--- src/rtl/rps_pkg.sv ---
// Shared constants, enums and result-mapping helpers for the rock/paper/scissors frame path.
// Latency: n/a (declarations only).
// Backpressure: n/a.
package rps_pkg;

  localparam int LENGTH   = 40;    // image rows
  localparam int WIDTH    = 60;    // image columns
  localparam int HSV_BITS = 24;    // {V,S,H}, received LSB first
  localparam int TIMEOUT  = 4096;  // idle slow_clk cycles before a partial frame is dropped

  typedef enum logic [1:0] {
    ROCK     = 2'b00,
    PAPER    = 2'b01,
    SCISSORS = 2'b10,
    INVALID  = 2'b11
  } cls_e;

  typedef enum logic [2:0] {
    IDLE     = 3'd0,
    RECV     = 3'd1,
    CLASSIFY = 3'd2,
    WAIT     = 3'd3,
    SHOW     = 3'd4
  } seq_state_e;

  // LED[2:0] is one-hot; breadboard is active-low (all-ones means nothing lit)
  localparam logic [2:0] LED_ROCK     = 3'b001;
  localparam logic [2:0] LED_PAPER    = 3'b010;
  localparam logic [2:0] LED_SCISSORS = 3'b100;
  localparam logic [2:0] LED_INVALID  = 3'b000;
  localparam logic [2:0] BB_ROCK      = 3'b110;
  localparam logic [2:0] BB_PAPER     = 3'b101;
  localparam logic [2:0] BB_SCISSORS  = 3'b011;
  localparam logic [2:0] BB_INVALID   = 3'b000;
  localparam logic [2:0] BB_RESET     = 3'b111;

  function automatic logic [2:0] cls_to_led(input cls_e c);
    case (c)
      ROCK:     return LED_ROCK;
      PAPER:    return LED_PAPER;
      SCISSORS: return LED_SCISSORS;
      default:  return LED_INVALID;
    endcase
  endfunction

  function automatic logic [2:0] cls_to_bb(input cls_e c);
    case (c)
      ROCK:     return BB_ROCK;
      PAPER:    return BB_PAPER;
      SCISSORS: return BB_SCISSORS;
      default:  return BB_INVALID;
    endcase
  endfunction

endpackage

--- src/rtl/serial_word_rx.sv ---
// Serial-to-word receiver: Pi clock edge detect, LSB-first shift word, bit counter, idle timeout.
// Latency: o_word_vld/o_word_dat are combinational in the cycle the 24th bit edge is seen.
// Backpressure: none; the caller gates capture with i_cap_en, uncaptured edges are lost.
// Ports: slow_clk/dbnc_rst clock+async reset; dbnc_pi_clk/dbnc_bit serial in;
//        i_cap_en store enable, i_restart force bit 0, i_tmo_en run idle counter;
//        o_edge rising edge, o_word_vld/o_word_dat completed word, o_timeout idle expiry.
module serial_word_rx
  import rps_pkg::*;
#(
  parameter int P_TIMEOUT = TIMEOUT
) (
  input  logic                slow_clk,
  input  logic                dbnc_rst,
  input  logic                dbnc_pi_clk,
  input  logic                dbnc_bit,
  input  logic                i_cap_en,
  input  logic                i_restart,
  input  logic                i_tmo_en,
  output logic                o_edge,
  output logic                o_word_vld,
  output logic [HSV_BITS-1:0] o_word_dat,
  output logic                o_timeout
);

  localparam int BW = $clog2(HSV_BITS);
  localparam int TW = $clog2(P_TIMEOUT);

  logic                r_pclk_q;
  logic [HSV_BITS-1:0] r_shift;
  logic [BW-1:0]       r_bit_cnt;
  logic [TW-1:0]       r_idle;

  logic                w_edge;
  logic                w_store;
  logic [BW-1:0]       w_pos;
  logic                w_last;
  logic [HSV_BITS-1:0] w_word;

  assign w_edge  = dbnc_pi_clk & ~r_pclk_q;
  assign w_store = w_edge & i_cap_en;
  // A new frame always starts at bit 0, whatever was left in the counter
  assign w_pos   = i_restart ? '0 : r_bit_cnt;
  assign w_last  = (w_pos == BW'(HSV_BITS - 1));

  // Word including the bit arriving now, so a full word is available without an extra cycle
  always_comb begin
    w_word        = r_shift;
    w_word[w_pos] = dbnc_bit;
  end

  assign o_edge     = w_edge;
  assign o_word_vld = w_store & w_last;
  assign o_word_dat = w_word;
  // An edge in the expiry cycle wins: the frame is still alive
  assign o_timeout  = i_tmo_en & ~w_edge & (r_idle == TW'(P_TIMEOUT - 1));

  always_ff @(posedge slow_clk or posedge dbnc_rst) begin
    if (dbnc_rst) begin
      r_pclk_q  <= 1'b0;
      r_shift   <= '0;
      r_bit_cnt <= '0;
      r_idle    <= '0;
    end else begin
      r_pclk_q <= dbnc_pi_clk;

      if (o_timeout) begin
        r_bit_cnt <= '0;
      end else if (w_store) begin
        r_shift   <= w_word;
        r_bit_cnt <= w_last ? '0 : w_pos + BW'(1);
      end

      if (!i_tmo_en || w_edge || o_timeout) r_idle <= '0;
      else                                  r_idle <= r_idle + TW'(1);
    end
  end

endmodule

--- src/rtl/frame_sequencer.sv ---
// Frame sequencer: row-major pixel writes from serial HSV words, classifier handshake, result latch.
// Latency: pix_we one cycle after the 24th bit; cls_start the cycle after the last write; result one cycle after cls_valid.
// Backpressure: cls_start held until cls_ready; Pi edges during CLASSIFY/WAIT are dropped and flag frame_err.
// Ports: slow_clk/dbnc_rst clock+async reset; dbnc_pi_clk/dbnc_bit serial in; pix_* buffer write;
//        cls_start/cls_ready/cls_valid/cls_class classifier; breadboard, LED, busy status.
module frame_sequencer
  import rps_pkg::*;
#(
  parameter int P_LENGTH  = LENGTH,
  parameter int P_WIDTH   = WIDTH,
  parameter int P_TIMEOUT = TIMEOUT
) (
  input  logic                slow_clk,
  input  logic                dbnc_rst,
  input  logic                dbnc_pi_clk,
  input  logic                dbnc_bit,
  output logic                pix_we,
  output logic [5:0]          pix_row,
  output logic [5:0]          pix_col,
  output logic [HSV_BITS-1:0] pix_hsv,
  output logic                cls_start,
  input  logic                cls_ready,
  input  logic                cls_valid,
  input  logic [1:0]          cls_class,
  output logic [2:0]          breadboard,
  output logic [5:0]          LED,
  output logic                busy
);

  seq_state_e          r_state;
  logic                r_pix_we;
  logic [5:0]          r_row;
  logic [5:0]          r_col;
  logic [HSV_BITS-1:0] r_hsv;
  logic                r_frame_err;
  logic [2:0]          r_led_cls;
  logic [2:0]          r_bb;

  logic                w_edge;
  logic                w_word_vld;
  logic [HSV_BITS-1:0] w_word;
  logic                w_timeout;
  logic                w_cap_en;
  logic                w_last_px;

  assign w_cap_en  = (r_state == IDLE) || (r_state == RECV) || (r_state == SHOW);
  assign w_last_px = (r_row == 6'(P_LENGTH - 1)) && (r_col == 6'(P_WIDTH - 1));

  serial_word_rx #(
    .P_TIMEOUT (P_TIMEOUT)
  ) u_rx (
    .slow_clk    (slow_clk),
    .dbnc_rst    (dbnc_rst),
    .dbnc_pi_clk (dbnc_pi_clk),
    .dbnc_bit    (dbnc_bit),
    .i_cap_en    (w_cap_en),
    .i_restart   (r_state == SHOW),
    .i_tmo_en    (r_state == RECV),
    .o_edge      (w_edge),
    .o_word_vld  (w_word_vld),
    .o_word_dat  (w_word),
    .o_timeout   (w_timeout)
  );

  always_ff @(posedge slow_clk or posedge dbnc_rst) begin
    if (dbnc_rst) begin
      r_state     <= IDLE;
      r_pix_we    <= 1'b0;
      r_row       <= '0;
      r_col       <= '0;
      r_hsv       <= '0;
      r_frame_err <= 1'b0;
      r_led_cls   <= LED_INVALID;
      r_bb        <= BB_RESET;
    end else begin
      r_pix_we <= w_word_vld;
      if (w_word_vld) r_hsv <= w_word;

      case (r_state)
        IDLE: begin
          if (w_edge) r_state <= RECV;
        end
        RECV: begin
          if (w_timeout) begin
            r_state     <= IDLE;
            r_frame_err <= 1'b1;
            r_row       <= '0;
            r_col       <= '0;
          end else if (r_pix_we) begin
            // Counters step after the write cycle so row/col stay valid alongside pix_we
            if (w_last_px) begin
              r_state <= CLASSIFY;
              r_row   <= '0;
              r_col   <= '0;
            end else if (r_col == 6'(P_WIDTH - 1)) begin
              r_col <= '0;
              r_row <= r_row + 6'd1;
            end else begin
              r_col <= r_col + 6'd1;
            end
          end
        end
        CLASSIFY: begin
          if (w_edge)    r_frame_err <= 1'b1;
          if (cls_ready) r_state     <= WAIT;
        end
        WAIT: begin
          if (w_edge) r_frame_err <= 1'b1;
          if (cls_valid) begin
            r_led_cls <= cls_to_led(cls_e'(cls_class));
            r_bb      <= cls_to_bb(cls_e'(cls_class));
            r_state   <= SHOW;
          end
        end
        SHOW: begin
          if (w_edge) begin
            r_state     <= RECV;
            r_frame_err <= 1'b0;
            r_row       <= '0;
            r_col       <= '0;
          end
        end
        default: r_state <= IDLE;
      endcase
    end
  end

  assign pix_we     = r_pix_we;
  assign pix_row    = r_row;
  assign pix_col    = r_col;
  assign pix_hsv    = r_hsv;
  assign cls_start  = (r_state == CLASSIFY);
  assign busy       = (r_state == RECV) || (r_state == CLASSIFY) || (r_state == WAIT);
  assign breadboard = r_bb;
  assign LED        = {1'b0, r_frame_err, busy, r_led_cls};

endmodule

--- config.mk ---
export PLATFORM = sky130hd
export DESIGN_NAME = frame_sequencer
export DESIGN_NICKNAME = d
export VERILOG_FILES = /design/src/rtl/rps_pkg.sv /design/src/rtl/serial_word_rx.sv /design/src/rtl/frame_sequencer.sv
export SDC_FILE = /design/constraint.sdc
export NUM_CORES = 1
export LEC_CHECK = 0
export ABC_CLOCK_PERIOD_IN_PS = 3100
export CELL_PAD_IN_SITES_DETAIL_PLACEMENT = 0
export CELL_PAD_IN_SITES_GLOBAL_PLACEMENT = 1
export CORE_UTILIZATION = 44
export CTS_CLUSTER_DIAMETER = 120
export DETAILED_ROUTE_END_ITERATION = 12
export PLACE_DENSITY = 0.84
export SETUP_SLACK_MARGIN = 0.15
export SYNTH_ARGS = -nofsm -noshare
export SYNTH_HDL_FRONTEND = slang
export SYNTH_SLANG_ARGS = --single-unit
--- constraint.sdc ---
create_clock -name slow_clk -period 3.1 [get_ports slow_clk]
set_input_delay 0.465 -clock slow_clk [delete_from_list [all_inputs] [get_ports slow_clk]]
set_output_delay 0.465 -clock slow_clk [all_outputs]
set_load 0.02 [all_outputs]
# Word level (Yosys, flattened, before mapping)

Cells that the tools add are included.

Register bits after elaboration: 89
Input port bits: 8
Output and inout bits: 48
Logic and storage cells: 99

Add/sub/neg operators: 4
Magnitude comparators: 2
Eq/ne operators: 19
Mux-type cells: 32
Bitwise gates (word level): 8
Reductions and logical operators: 22

Operators by type and width:

| operator                                              | count |
|---|---|
| two-way mux 6 bit                                     | 9 |
| bitwise mux 24 bit                                    | 1 |
| one-hot mux 6 bit (2 select lines)                    | 2 |
| two-way mux 5 bit                                     | 4 |
| two-way mux 3 bit                                     | 6 |
| one-hot mux 3 bit (3 select lines)                    | 2 |
| adder 12 x 1 -> 12 bit, second input constant         | 1 |
| adder 6 x 1 -> 6 bit, second input constant           | 2 |
| equality test 12 bit, second input constant           | 1 |
| equality test 6 bit, second input constant            | 2 |
| two-way mux 12 bit                                    | 1 |
| one-hot mux 3 bit (4 select lines)                    | 1 |
| AND reduction 4 bit                                   | 2 |
| equality test 3 x 2 -> 1 bit, second input constant   | 2 |
| logical OR 1 bit                                      | 6 |
| < comparator 5 x 6 -> 1 bit, second input constant    | 1 |
| inequality test 2 x 1 -> 1 bit, second input constant | 3 |
| inequality test 2 bit, second input constant          | 3 |
| inequality test 3 bit, second input constant          | 2 |
| adder 5 x 1 -> 5 bit, second input constant           | 1 |
| AND 1 bit                                             | 5 |
| demux 1 bit (select 5 bit)                            | 1 |
| equality test 5 bit, second input constant            | 1 |
| >= comparator 5 x 1 -> 1 bit, second input constant   | 1 |
| 18 further kinds                                      | 27 |

# Logic depth before layout (Yosys ltp)

Word-level depth: 7
Depth in mapped cells: 13
Depth with buffers taken out: 9

# Modules after synthesis

Synthesis repeated with hierarchy kept, for this count alone.

Cell total of the unflattened synthesis: 435
Area, all modules: 4704.5 sq um

Modules (own cells, without submodules):

| module          | times used | cells an instance | area an instance (sq um) | sequential area each (sq um) |
|---|---|---|---|---|
| serial_word_rx  | 1          | 242               | 2468.6                   | 1051.0 |
| frame_sequencer | 1          | 193               | 2235.9                   | 1179.9 |

# Worst setup path after synthesis

Ideal clock, no wire load.

Path type: register to register
Start point: register r_state[2]
End point: register r_hsv[6], in the netlist pix_hsv[6]
Setup time: 0.076 ns
Data arrival time: 2.252 ns
Required time: 3.024 ns
Setup slack: 0.771 ns
Cell stages (with the launch flop): 14
Path buffers: 5
Clock period less this slack: 2.329 ns
Cells stage by stage: dfrtp_1 > buf_6 > or3b_1 > buf_6 > nand2_1 > inv_1 > ha_1 > clkbuf_1 > and3_4 > nand4_1 > buf_4 > buf_4 > nand2_1 > o21ai_1

Longest elaborated chain between the ends: 7
Elaborated cells between the ends (all ways): 15
Those cells by class: order compare (2); eq/ne (3); mux (4); bitwise (2); reduce/logical (4)

RTL lines:

| item                                                                                              | RTL line                                     | RTL |
|---|---|---|
| start: declaration                                                                                | frame_sequencer.sv:30                        | `seq_state_e r_state;` |
| start signal: assignment                                                                          | frame_sequencer.sv:67                        | `r_state <= IDLE;` |
| start signal: assignment                                                                          | frame_sequencer.sv:81                        | `if (w_edge) r_state <= RECV;` |
| start signal: assignment                                                                          | frame_sequencer.sv:85                        | `r_state <= IDLE;` |
| equality test 3 bit                                                                               | frame_sequencer.sv:46, frame_sequencer.sv:57 |  |
| two-way mux 5 bit                                                                                 | serial_word_rx.sv:42                         | `assign w_pos = i_restart ? '0 : r_bit_cnt;` |
| < comparator 5 x 6 -> 1 bit (not written as such) or >= comparator 5 x 1 -> 1 bit (tied branches) | serial_word_rx.sv:48                         | `w_word[w_pos] = dbnc_bit;` |
| logical AND 1 bit (not written as such)                                                           | serial_word_rx.sv:48                         |  |
| two-way mux 1 bit (not written as such)                                                           | serial_word_rx.sv:48                         |  |
| demux 1 bit (select 5 bit)                                                                        | --                                           |  |
| bitwise mux 24 bit                                                                                | serial_word_rx.sv:48                         |  |
| end signal: assignment                                                                            | frame_sequencer.sv:77                        | `if (w_word_vld) r_hsv <= w_word;` |
| end: declaration                                                                                  | frame_sequencer.sv:34                        | `logic [HSV_BITS-1:0] r_hsv;` |

Parallel ways exist; a longest one is shown, timed or not.
A chain may end at the register's enable or synchronous reset.

# Final worst setup path

Start point: register r_state[1]
End point: output cls_start

Longest elaborated chain between the ends: 1

RTL lines:

| item                         | RTL line               | RTL |
|---|---|---|
| equality test 3 x 2 -> 1 bit | frame_sequencer.sv:132 | `assign cls_start = (r_state == CLASSIFY);` |
| end: declaration             | frame_sequencer.sv:21  | `output logic cls_start,` |

Every way passes these cells.

==> impl_metrics.env <==
export IMPL_syn_area_um2=4580
export IMPL_final_cell_mix="dfrtp_1, nand2_1, clkdlybuf4s50_1"
export IMPL_power_uw=2680
export IMPL_cts_buffer_depth=2
export IMPL_cp_max_fo=11
export IMPL_crit_type="reg2out"
export IMPL_maxCapViolCount=0
export IMPL_wl_per_cell_um=14.0
export IMPL_clk_latency_ns=0.36
export IMPL_yosysTopAreaCellShare=0.464
export IMPL_synth_edff_count=0
export IMPL_timing_setup_tns_ns=0
export IMPL_grt_first_pass_wirelength_mm=15.7
export IMPL_num_antenna_cells=0
export IMPL_p_leak_uw=0.00249
export IMPL_final_max_slew_violation_count=0
export IMPL_die_h_um=104
export IMPL_core_um2=9910
export IMPL_cts_root_buf="clkbuf_8"
export IMPL_hold_path_class="in2async"
export IMPL_numCtsBuffers=9
export IMPL_arrival_ns=2.00
export IMPL_postCtsSetupBuffers=0
export IMPL_cts_tree="yes"
export IMPL_reg2reg_from="r_state[1]"
export IMPL_drt_total_wl_mm=9.03
export IMPL_vias=3322
export IMPL_regToRegEndpoint="pix_hsv[6]"
export IMPL_grt_ovfl_total=0
export IMPL_grt_busiest_layer="met2"
export IMPL_area_delta_synth_final_pct=18.1
export IMPL_hpwl_mm=6.44
export IMPL_die_w_um=104
export IMPL_grt_use_met3=0.0407
export IMPL_async_reset_ff_frac=1.00
export IMPL_startpoint_type="register"
export IMPL_antenna_found_initial=0
export IMPL_clock_skew_ns=0.0130
export IMPL_ys_flop_type="dfrtp_1"
export IMPL_drive_above_1_share=0.131
export IMPL_worst_slack_ns=0.634
export IMPL_first_pass_iters=4
export IMPL_synthTopCellsByArea="dfrtp_1, nand2_1, mux2i_1, mux2_2, nor2_1"
export IMPL_die_area_um2=10800
export IMPL_cts_hold_buffers=0
export IMPL_post_dp_cell_area_um2=5200
export IMPL_worstPathRequired_ns=2.63
export IMPL_vdd_ir_drop_max_v=0.000261
export IMPL_ctsResizeCount=0
export IMPL_rows=36
export IMPL_rr_worst_depth=9
export IMPL_use_met2=0.307
export IMPL_maxSlewHeadroom=0.575
export IMPL_synth_seq_area_share=0.482
export IMPL_grt_max_degree=55
export IMPL_finalHoldViolCount=0
export IMPL_drtAntennaViolNets=0
export IMPL_fin_crit_ns=2.47
export IMPL_drt_iter0_markers=90
export IMPL_status="finished, final reports clean"
export IMPL_synth_seq_cells=88
export IMPL_gr_usage_met1=0.220
export IMPL_ys_warnings_count=0
export IMPL_ff2ff_setup_slack_ns=0.64
export IMPL_ys_types=63
export IMPL_fin_crit_sh=0.796
export IMPL_nets=526
export IMPL_start_util=0.462
export IMPL_cts_htree_levels=3
export IMPL_tightestPinTransition_ns=0.634
export IMPL_gp_congestion=0.804
export IMPL_grt_pass1_vias=3318
export IMPL_timing_fmax_ghz=0.405
export IMPL_finalSetupViolations=0
export IMPL_finalInstanceArea_um2=5410
export IMPL_viasPerCell=5.17
export IMPL_fin_util=0.546
export IMPL_rsz0062_at_grt="no"
export IMPL_synth_area_leader_cell="dfrtp_1"
export IMPL_drc=0
export IMPL_pre_cts_ws_ns=0.510
export IMPL_numPortBuffers=54
export IMPL_io_pins=56
export IMPL_grt_total_usage=0.177
export IMPL_synth_cells=457
export IMPL_powerDensity_nw_per_um2=497
export IMPL_cts_sinks=88
export IMPL_syn_area_per_cell_um2=10.0
export IMPL_layout_commonest_cell="dfrtp_1"
export IMPL_syn_nets=478
export IMPL_path_clk_slew_ns=0.09
export IMPL_critPathCaptureType="output pin"
[worst max-delay path: stages, from the launching register on]
cell             delay, ns
dfrtp_1               0.58
nor2b_1               0.27
nor2b_1               0.17
clkdlybuf4s50_1       0.62
[power by group]
part | internal [µW] | total (µW) | switching (µW)
clock | 382 | 822 | 439
sequential | 1260 | 1350 | 92.3
combinational | 219 | 509 | 290
[cell families after synthesis]
logic type	count (synthesis)	share of synthesized area
buffers and inverters	36	0.0426
DFF	88	0.482
adders and majority gates	13	0.0355
AOI/OAI and AO/OA	65	0.0896
other	1	0.000819
muxes	53	0.123
xor gates and xnor gates	11	0.0210
and+or+nand+nor	190	0.205
[routing by layer]
layer	part of all wire	up-vias
met1	0.46	1596
met2	0.50	50
li1	-	1665
met4	0.013	0
met5	0	-
met3	0.031	11
[state kept, by name, indices dropped and copies added (netlist names)]
register / count
r_state: 3
r_led_cls: 3
pix_col: 6
pix_hsv: 24
pix_we: 1
u_rx.r_pclk_q: 1
r_frame_err: 1
u_rx.r_idle: 12
u_rx.r_bit_cnt: 5
u_rx.r_shift: 23
pix_row: 6
breadboard: 3
[final cells by class]
type | count | area (µm²)
fill | 911 | 4500
sequential | 88 | 2210
multi-input combinational | 333 | 2180
timing repair buffer | 61 | 606
inverter | 12 | 46.3
tap | 133 | 166
clock buffer | 9 | 124
clock inverter | 7 | 80.1
[stage by stage]
step	cells	hold slack, ns
after floorplan	457	0.455
after global placement	627	0.464
after detailed placement	627	0.468
after CTS	643	0.481
after global routing	643	0.502
final	643	0.476
[worst max path at each step]
stage	startpoint	to	slack, ns
after floorplan	dbnc_rst	pix_col[0]	0.36
after global placement	dbnc_pi_clk	pix_row[4]	0.56
after detailed placement	dbnc_pi_clk	pix_row[4]	0.51
after CTS	r_state[1]	cls_start	0.62
after global routing	r_state[0]	pix_hsv[23]	0.46
final	r_state[1]	cls_start	0.63
[cell usage after synthesis, types with 2 or more instances]
| cell type | count |
|---|---|
| a211oi_1 | 2 |
| a21boi_1 | 2 |
| a21oi_1 | 6 |
| a221o_1 | 2 |
| a22o_1 | 3 |
| a32oi_1 | 2 |
| and2_1 | 3 |
| and2_4 | 2 |
| and3_1 | 8 |
| buf_2 | 2 |
| buf_4 | 5 |
| buf_6 | 3 |
| clkbuf_1 | 12 |
| dfrtp_1 | 85 |
| dfstp_2 | 3 |
| ha_1 | 13 |
| inv_1 | 11 |
| mux2_1 | 8 |
| mux2_2 | 20 |
| mux2i_1 | 25 |
| nand2_1 | 81 |
| nand3_1 | 14 |
| nand4_1 | 5 |
| nand4b_1 | 2 |
| nor2_1 | 47 |
| nor2b_1 | 5 |
| nor3b_1 | 2 |
| o21ai_0 | 12 |
| o21ai_1 | 24 |
| o22a_1 | 2 |
| o31ai_1 | 3 |
| or2_2 | 2 |
| or3_1 | 2 |
| xnor2_1 | 7 |
| xor2_1 | 4 |
No activity file was read; power rests on OpenSTA's default activity.
